==> src/rtl/lfsr_pkg.sv <==
// lfsr_pkg: width limits and maximal-length Fibonacci tap masks for lfsr_gen.
package lfsr_pkg;
  localparam int MIN_WIDTH = 3;
  localparam int MAX_WIDTH = 32;
  // Polynomial term x^k maps to state bit (W-1-k), with x^W landing on the MSB.
  function automatic logic [31:0] tap(input int w, input int k);
    return 32'd1 << ((2 * w - 1 - k) % w);
  endfunction
  function automatic logic [31:0] max_taps(input int width);
    case (width)
      3:  return tap(3, 3) | tap(3, 2);
      4:  return tap(4, 4) | tap(4, 3);
      5:  return tap(5, 5) | tap(5, 3);
      6:  return tap(6, 6) | tap(6, 5);
      7:  return tap(7, 7) | tap(7, 6);
      8:  return tap(8, 8) | tap(8, 6) | tap(8, 5) | tap(8, 4);
      9:  return tap(9, 9) | tap(9, 5);
      10: return tap(10, 10) | tap(10, 7);
      11: return tap(11, 11) | tap(11, 9);
      12: return tap(12, 12) | tap(12, 6) | tap(12, 4) | tap(12, 1);
      13: return tap(13, 13) | tap(13, 4) | tap(13, 3) | tap(13, 1);
      14: return tap(14, 14) | tap(14, 5) | tap(14, 3) | tap(14, 1);
      15: return tap(15, 15) | tap(15, 14);
      16: return tap(16, 16) | tap(16, 15) | tap(16, 13) | tap(16, 4);
      17: return tap(17, 17) | tap(17, 14);
      18: return tap(18, 18) | tap(18, 11);
      19: return tap(19, 19) | tap(19, 6) | tap(19, 2) | tap(19, 1);
      20: return tap(20, 20) | tap(20, 17);
      21: return tap(21, 21) | tap(21, 19);
      22: return tap(22, 22) | tap(22, 21);
      23: return tap(23, 23) | tap(23, 18);
      24: return tap(24, 24) | tap(24, 23) | tap(24, 22) | tap(24, 17);
      25: return tap(25, 25) | tap(25, 22);
      26: return tap(26, 26) | tap(26, 6) | tap(26, 2) | tap(26, 1);
      27: return tap(27, 27) | tap(27, 5) | tap(27, 2) | tap(27, 1);
      28: return tap(28, 28) | tap(28, 25);
      29: return tap(29, 29) | tap(29, 27);
      30: return tap(30, 30) | tap(30, 6) | tap(30, 4) | tap(30, 1);
      31: return tap(31, 31) | tap(31, 28);
      32: return tap(32, 32) | tap(32, 22) | tap(32, 2) | tap(32, 1);
      default: return 32'd0;
    endcase
  endfunction
endpackage

==> src/rtl/lfsr_next.sv <==
// lfsr_next: combinational STEPS-fold Fibonacci shift of an LFSR state.
module lfsr_next import lfsr_pkg::*; #(
  parameter int WIDTH = 4,
  parameter logic [WIDTH-1:0] TAPS = WIDTH'(max_taps(WIDTH)),
  parameter int STEPS = 1
) (
  input  logic [WIDTH-1:0] state,
  output logic [WIDTH-1:0] next
);
  logic [WIDTH-1:0] s;
  always_comb begin
    s = state;
    for (int i = 0; i < STEPS; i++) s = {s[WIDTH-2:0], ^(s & TAPS)};
  end
  assign next = s;
endmodule

==> src/rtl/lfsr_gen.sv <==
// lfsr_gen: parametrised Fibonacci LFSR with multi-step advance, zero-seed guard and wrap detect.
// Define LFSR_PERIOD_CNT_EN to add the period_count/period_valid period measurement outputs.
module lfsr_gen import lfsr_pkg::*; #(
  parameter int WIDTH = 4,
  parameter logic [WIDTH-1:0] TAPS = WIDTH'(max_taps(WIDTH)),
  parameter int STEPS = 1,
  parameter logic [WIDTH-1:0] RESET_SEED = 1
) (
  input  logic             clk,
  input  logic             reset,
  input  logic             load_seed,
  input  logic [WIDTH-1:0] seed_data,
  input  logic             enable,
  output logic [WIDTH-1:0] lfsr_data,
  output logic             serial_out,
  output logic             wrap,
  output logic             zero_seed
`ifdef LFSR_PERIOD_CNT_EN
  ,
  output logic [WIDTH-1:0] period_count,
  output logic             period_valid
`endif
);
  if (WIDTH < MIN_WIDTH || WIDTH > MAX_WIDTH) begin : g_bad_width
    $error("lfsr_gen: WIDTH out of range");
  end
  if (RESET_SEED == '0) begin : g_bad_seed
    $error("lfsr_gen: RESET_SEED must be non-zero");
  end
  if (STEPS < 1 || STEPS > WIDTH) begin : g_bad_steps
    $error("lfsr_gen: STEPS out of range");
  end
  if (!TAPS[WIDTH-1]) begin : g_bad_taps
    $error("lfsr_gen: TAPS MSB must be set");
  end
  logic [WIDTH-1:0] ref_seed, next;
  logic             seed_zero;
  logic [WIDTH-1:0] seed_safe;
  assign seed_zero = seed_data == '0;
  assign seed_safe = seed_zero ? WIDTH'(1) : seed_data;
  assign serial_out = lfsr_data[WIDTH-1];
  lfsr_next #(.WIDTH(WIDTH), .TAPS(TAPS), .STEPS(STEPS)) u_next (.state(lfsr_data), .next(next));
  always_ff @(posedge clk) begin
    if (reset) begin
      lfsr_data <= RESET_SEED;
      ref_seed  <= RESET_SEED;
      wrap      <= 1'b0;
      zero_seed <= 1'b0;
    end else if (load_seed) begin
      lfsr_data <= seed_safe;
      ref_seed  <= seed_safe;
      wrap      <= 1'b0;
      zero_seed <= seed_zero;
    end else begin
      lfsr_data <= enable ? next : lfsr_data;
      wrap      <= enable && next == ref_seed;
      zero_seed <= 1'b0;
    end
  end
`ifdef LFSR_PERIOD_CNT_EN
  logic [WIDTH-1:0] count;
  always_ff @(posedge clk) begin
    if (reset || load_seed) begin
      count        <= '0;
      period_count <= '0;
      period_valid <= 1'b0;
    end else if (enable && next == ref_seed) begin
      count        <= '0;
      period_count <= count + 1'b1;
      period_valid <= 1'b1;
    end else if (enable) begin
      count <= count + 1'b1;
    end
  end
`endif
endmodule
==> config.mk <==
export PLATFORM = sky130hd
export DESIGN_NAME = lfsr_gen
export DESIGN_NICKNAME = d
export VERILOG_FILES = /design/src/rtl/lfsr_pkg.sv /design/src/rtl/lfsr_next.sv /design/src/rtl/lfsr_gen.sv
export SDC_FILE = /design/constraint.sdc
export NUM_CORES = 1
export LEC_CHECK = 0
export ABC_AREA = 1
export BUFFER_PORTS_ARGS = -buffer_cell sky130_fd_sc_hd__buf_2
export CORE_AREA = 2 2 39 41
export DETAILED_ROUTE_END_ITERATION = 8
export DIE_AREA = 0 0 41 43
export GPL_TIMING_DRIVEN = 1
export PLACE_DENSITY = 0.59
export SYNTH_ARGS = -nofsm -noshare
export SYNTH_HDL_FRONTEND = slang
export SYNTH_SLANG_ARGS = --single-unit
==> constraint.sdc <==
create_clock -name clk -period 2.5 [get_ports clk]
set_input_delay 0.25 -clock clk [delete_from_list [all_inputs] [get_ports clk]]
set_output_delay 0.25 -clock clk [all_outputs]
set_load 0.01 [all_outputs]
# --- Yosys cells after proc, flatten, opt, wreduce, memory -nomap -nowiden ---
# Cells that the tools add are included.
word_totals:
  romBits: 0
  latch_bits: 0
  memories: 0
  ram_bits: 0
  word_cells: 15
  inputBits: 8
  register_bits: 10
op_classes:
  n_shift: 0
  n_addsub: 0
  bitwise: 1
  n_div: 0
  mul: 0
  muxes: 3
  magnitude_cmp: 0
  n_reduce_logical: 6
  eq_ne: 1
op_table:
  columns: ["cell", "n"]
  rows:
  - ["4-bit two-way mux", 3]
  - ["4-bit equality test", 1]
  - ["4-bit logical NOT", 1]
  - ["2-bit OR reduction", 2]
  - ["4-bit parity", 1]
  - ["2-bit nonzero test", 1]
  - ["1-bit logical AND", 1]
  - ["1-bit inverter", 1]

# --- Logic depth before layout (Yosys ltp) ---
depth:
  depth_word: 3
  ltp_mapped: 6

# --- Hierarchy ---
# A second synthesis with hierarchy kept.
hier_totals:
  cells_unflattened: 66
  area_unflattened_um2: 489.2
modules_own_cells:
  columns: ["module", "cells_per_inst", "n_inst", "area_each_um2"]
  rows:
  - ["lfsr_gen", 58, 1, 447.9]
  - ["lfsr_next", 8, 1, 41.3]

# --- Worst setup path before layout ---
# OpenSTA, ideal clock, no wires.
synth_timing:
  path_type: "reg2reg"
  start: "register lfsr_data[0]"
  end: "register wrap"
  period_less_slack_ps: 898
  path_stages_with_launch: 6
  setup_ps: 116
  t_arrival_ps: 782
  setup_slack_ps: 1602
  path_buffers: 0
  cell_sequence: "dfxtp_1 > inv_1 > nand2_1 > nand2_1 > xnor2_1 > nor2_1"
synth_via:
  elab_chain_cells: 3
synth_rtl:
  columns: ["element", "line_no", "text"]
  rows:
  - ["start: declaration", "lfsr_gen.sv:14", "output logic [WIDTH-1:0] lfsr_data,"]
  - ["start signal: assignment", "lfsr_gen.sv:50", "lfsr_data <= seed_safe;"]
  - ["start signal: assignment", "lfsr_gen.sv:55", "lfsr_data <= enable ? next : lfsr_data;"]
  - ["4-bit parity", "lfsr_next.sv:13", "for (int i = 0; i < STEPS; i++) s = {s[WIDTH-2:0], ^(s & TAPS)};"]
  - ["4-bit equality test (*)", "lfsr_gen.sv:56", "wrap <= enable && next == ref_seed;"]
  - ["1-bit logical AND (*)", "lfsr_gen.sv:56", null]
  - ["end signal: assignment", "lfsr_gen.sv:56", null]
  - ["end: declaration", "lfsr_gen.sv:16", "output logic wrap,"]
# Every way passes the cells marked *; elsewhere a longest branch is shown, timed or not.
# A chain may end at the register's enable or synchronous reset.

# --- Worst setup path in the final report ---
layout_timing:
  start: "register lfsr_data[0]"
  end: "output lfsr_data[0]"
# No word-level cell between the ends.

==> flow_summary.json <==
{
  "outcome": "complete, no violations",
  "most-common-layout-cells": "nand2_1 (18), buf_2 (14), nand3_1 (10), dfxtp_1 (10), nor2_1 (7)",
  "n_antenna_cell": 0,
  "total_power_mw": 0.375,
  "clk_transition_reported_paths_ns": 0.07,
  "critPathCaptureType": "output port",
  "drive_above_1_share_pct": 23.8,
  "ys_types": 12,
  "hold_path_class": "input port to flop",
  "synth.largest_area_cell": "dfxtp_1",
  "layout_commonest_cell": "nand2_1",
  "overflow": 0,
  "grt.total_usage_pct": 12.9,
  "r2r_slack_ns": 1.54,
  "fin_crit_ns": 1.13,
  "hold_path_depth": 3,
  "drt_wl_total_um": 979,
  "postCtsResizedCells": 0,
  "cts_tree": "done",
  "die_h_um": 43,
  "drt.antenna.violating_nets": 0,
  "skew_ns": 0.000484,
  "holdPathEnd": "ref_seed[0]$_SDFFE_PP1P_",
  "ys_seq_area_share_pct": 44.6,
  "rows": 14,
  "rr_worst_depth": 5,
  "postSynthCellCount": 64,
  "final_cells": 96,
  "cts_sinks": 10,
  "synth_area_um2": 449,
  "rsz0062_at_grt": "false",
  "initial_utilization_pct": 32.5,
  "wire_per_inst_um": 10.2,
  "grt_first_pass_wirelength_um": 1460,
  "grt_max_degree": 10,
  "fin_tns_setup_ns": 0,
  "dieArea_um2": 1760,
  "die_w_um": 41,
  "viasPerCell": 4.72,
  "cp.arrival_ns": 0.88,
  "hp-start": "seed_data[0]",
  "slowest_stage": "dfxtp_1",
  "r2r_start": "lfsr_data[0]$_SDFFE_PP1P_",
  "vias": 453,
  "finalHoldViolCount": 0,
  "cp_max_fo": 6,
  "worstReg2RegEnd": "wrap$_SDFF_PP0_",
  "tightest_slew_ns": 0.296,
  "area_growth_pct": 25.3,
  "max_slew_margin_pct": 80.2,
  "num_io_pins": 15,
  "max_cap_viol_count": 0,
  "peakVddDrop_uv": 219,
  "num-fill-cells": 158,
  "drc_errors": 0,
  "cts_setup_buffers": 0,
  "setup_viol": 0,
  "port_buffers": 14,
  "maxSlewViolCount": 0,
  "syn_area_per_cell_um2": 7.02,
  "hold_buffers": 0,
  "yosys-top-cells-area": "dfxtp_1 (45%), nand2_1 (15%), nand3_1 (11%)",
  "routabilityCongestion": 0.864,
  "pwr_density_cell_nw_per_um2": 667,
  "path_class": "flop to output port",
  "grt_pass1_vias": 386,
  "cp_cell_sequence": "buf_2",
  "clock_latency_ns": 0.27,
  "final_core_util_pct": 40.7,
  "ys_ff_latch": 10,
  "synth_top_cell_area_share_pct": 44.6,
  "required_ns": 2.25,
  "slowest_delay_ns": 0.44,
  "numCtsBuffers": 3,
  "drtIter0Drc": 14,
  "critPathBufInv": 1,
  "hpwl_um": 752,
  "cts_buffer_depth": 2,
  "cts-root-buf": "clkbuf_4",
  "placed_cells": 92,
  "setup.worst_path.start_class": "flop",
  "power.leakage_nw": 0.299,
  "crit_family": "flip-flops",
  "timing.final.crit_share_pct": 45.3,
  "yosys_warnings": 0,
  "nNetsFinal": 89,
  "drtPass1Iterations": 4,
  "fmax_mhz": 882,
  "core-area_um2": 1380,
  "antenna_found_initial": 0,
  "syn-num-nets": 72,
  "h-tree-depth": 1
}
[registers in the layout (all words and copies together) (netlist names)]
| name | cells |
|---|---|
| wrap | 1 |
| ref_seed | 4 |
| zero_seed | 1 |
| lfsr_data | 4 |
[how the worst max path moves through the flow]
stage	startpoint	end	slack, ns	cells past startpoint
after global routing	lfsr_data[0]$_SDFFE_PP1P_	lfsr_data[0]	1.34	1
final	lfsr_data[0]$_SDFFE_PP1P_	lfsr_data[0]	1.37	1
after detailed placement	load_seed	lfsr_data[1]$_SDFFE_PP0P_	1.51	6
after global placement	load_seed	lfsr_data[1]$_SDFFE_PP0P_	1.56	6
after floorplan	lfsr_data[0]$_SDFFE_PP1P_	wrap$_SDFF_PP0_	1.60	5
after CTS	lfsr_data[0]$_SDFFE_PP1P_	lfsr_data[0]	1.37	1
[through the flow]
stage	hold WS (ns)	instance area [um^2]	worst slack [ns]
global placement	0.464	527	1.56
CTS	0.233	563	1.37
floorplan	0.391	449	1.60
global route	0.255	563	1.34
finish	0.236	563	1.37
detailed placement	0.468	527	1.51
[per-layer routing]
metal  part of all wire, %  routed length (um)  vias to the layer above  GRT usage (%)
li1                      -                   -                      232              -
met5                     0                   0                        -              0
met3                   3.3                  32                        6           4.71
met1                    43                 417                      201           13.2
met4                   5.3                  52                        0           12.0
met2                    49                 476                       14           18.8
[cells in the mapped netlist]
library cell	instances
nand2_1	18
dfxtp_1	10
nand3_1	10
nor2_1	7
inv_1	6
a21oi_1	5
xor2_1	3
a31oi_1	1
buf_2	1
buf_4	1
inv_2	1
xnor2_1	1
[where the power goes]
part	leakage (nW)	switching [mW]	internal, mW	total, mW
combinational	0.195	0.0296	0.0223	0.0519
clock	0.0210	0.0579	0.0885	0.146
sequential	0.0824	0.00888	0.168	0.177
[area by class of cell]
type                    count  area, um^2  share of cell area, %
flip-flops and latches     10         200                   35.6
inverters                   7        26.3                   4.67
clock buffers               4        36.3                   6.44
well taps                  16        20.0                   3.56
multi-input cells          45         210                   37.3
repair buffers             14        70.1                   12.4
[cells by family after synthesis]
kind of cell	after synthesis	synth area share, %
xor gates and xnor gates	4	7.80
AOI/OAI and AO/OA	6	6.96
and+or+nand+nor	35	32.0
buffers and inverters	9	8.63
DFF	10	44.6
No activity file was read; power rests on OpenSTA's default activity.
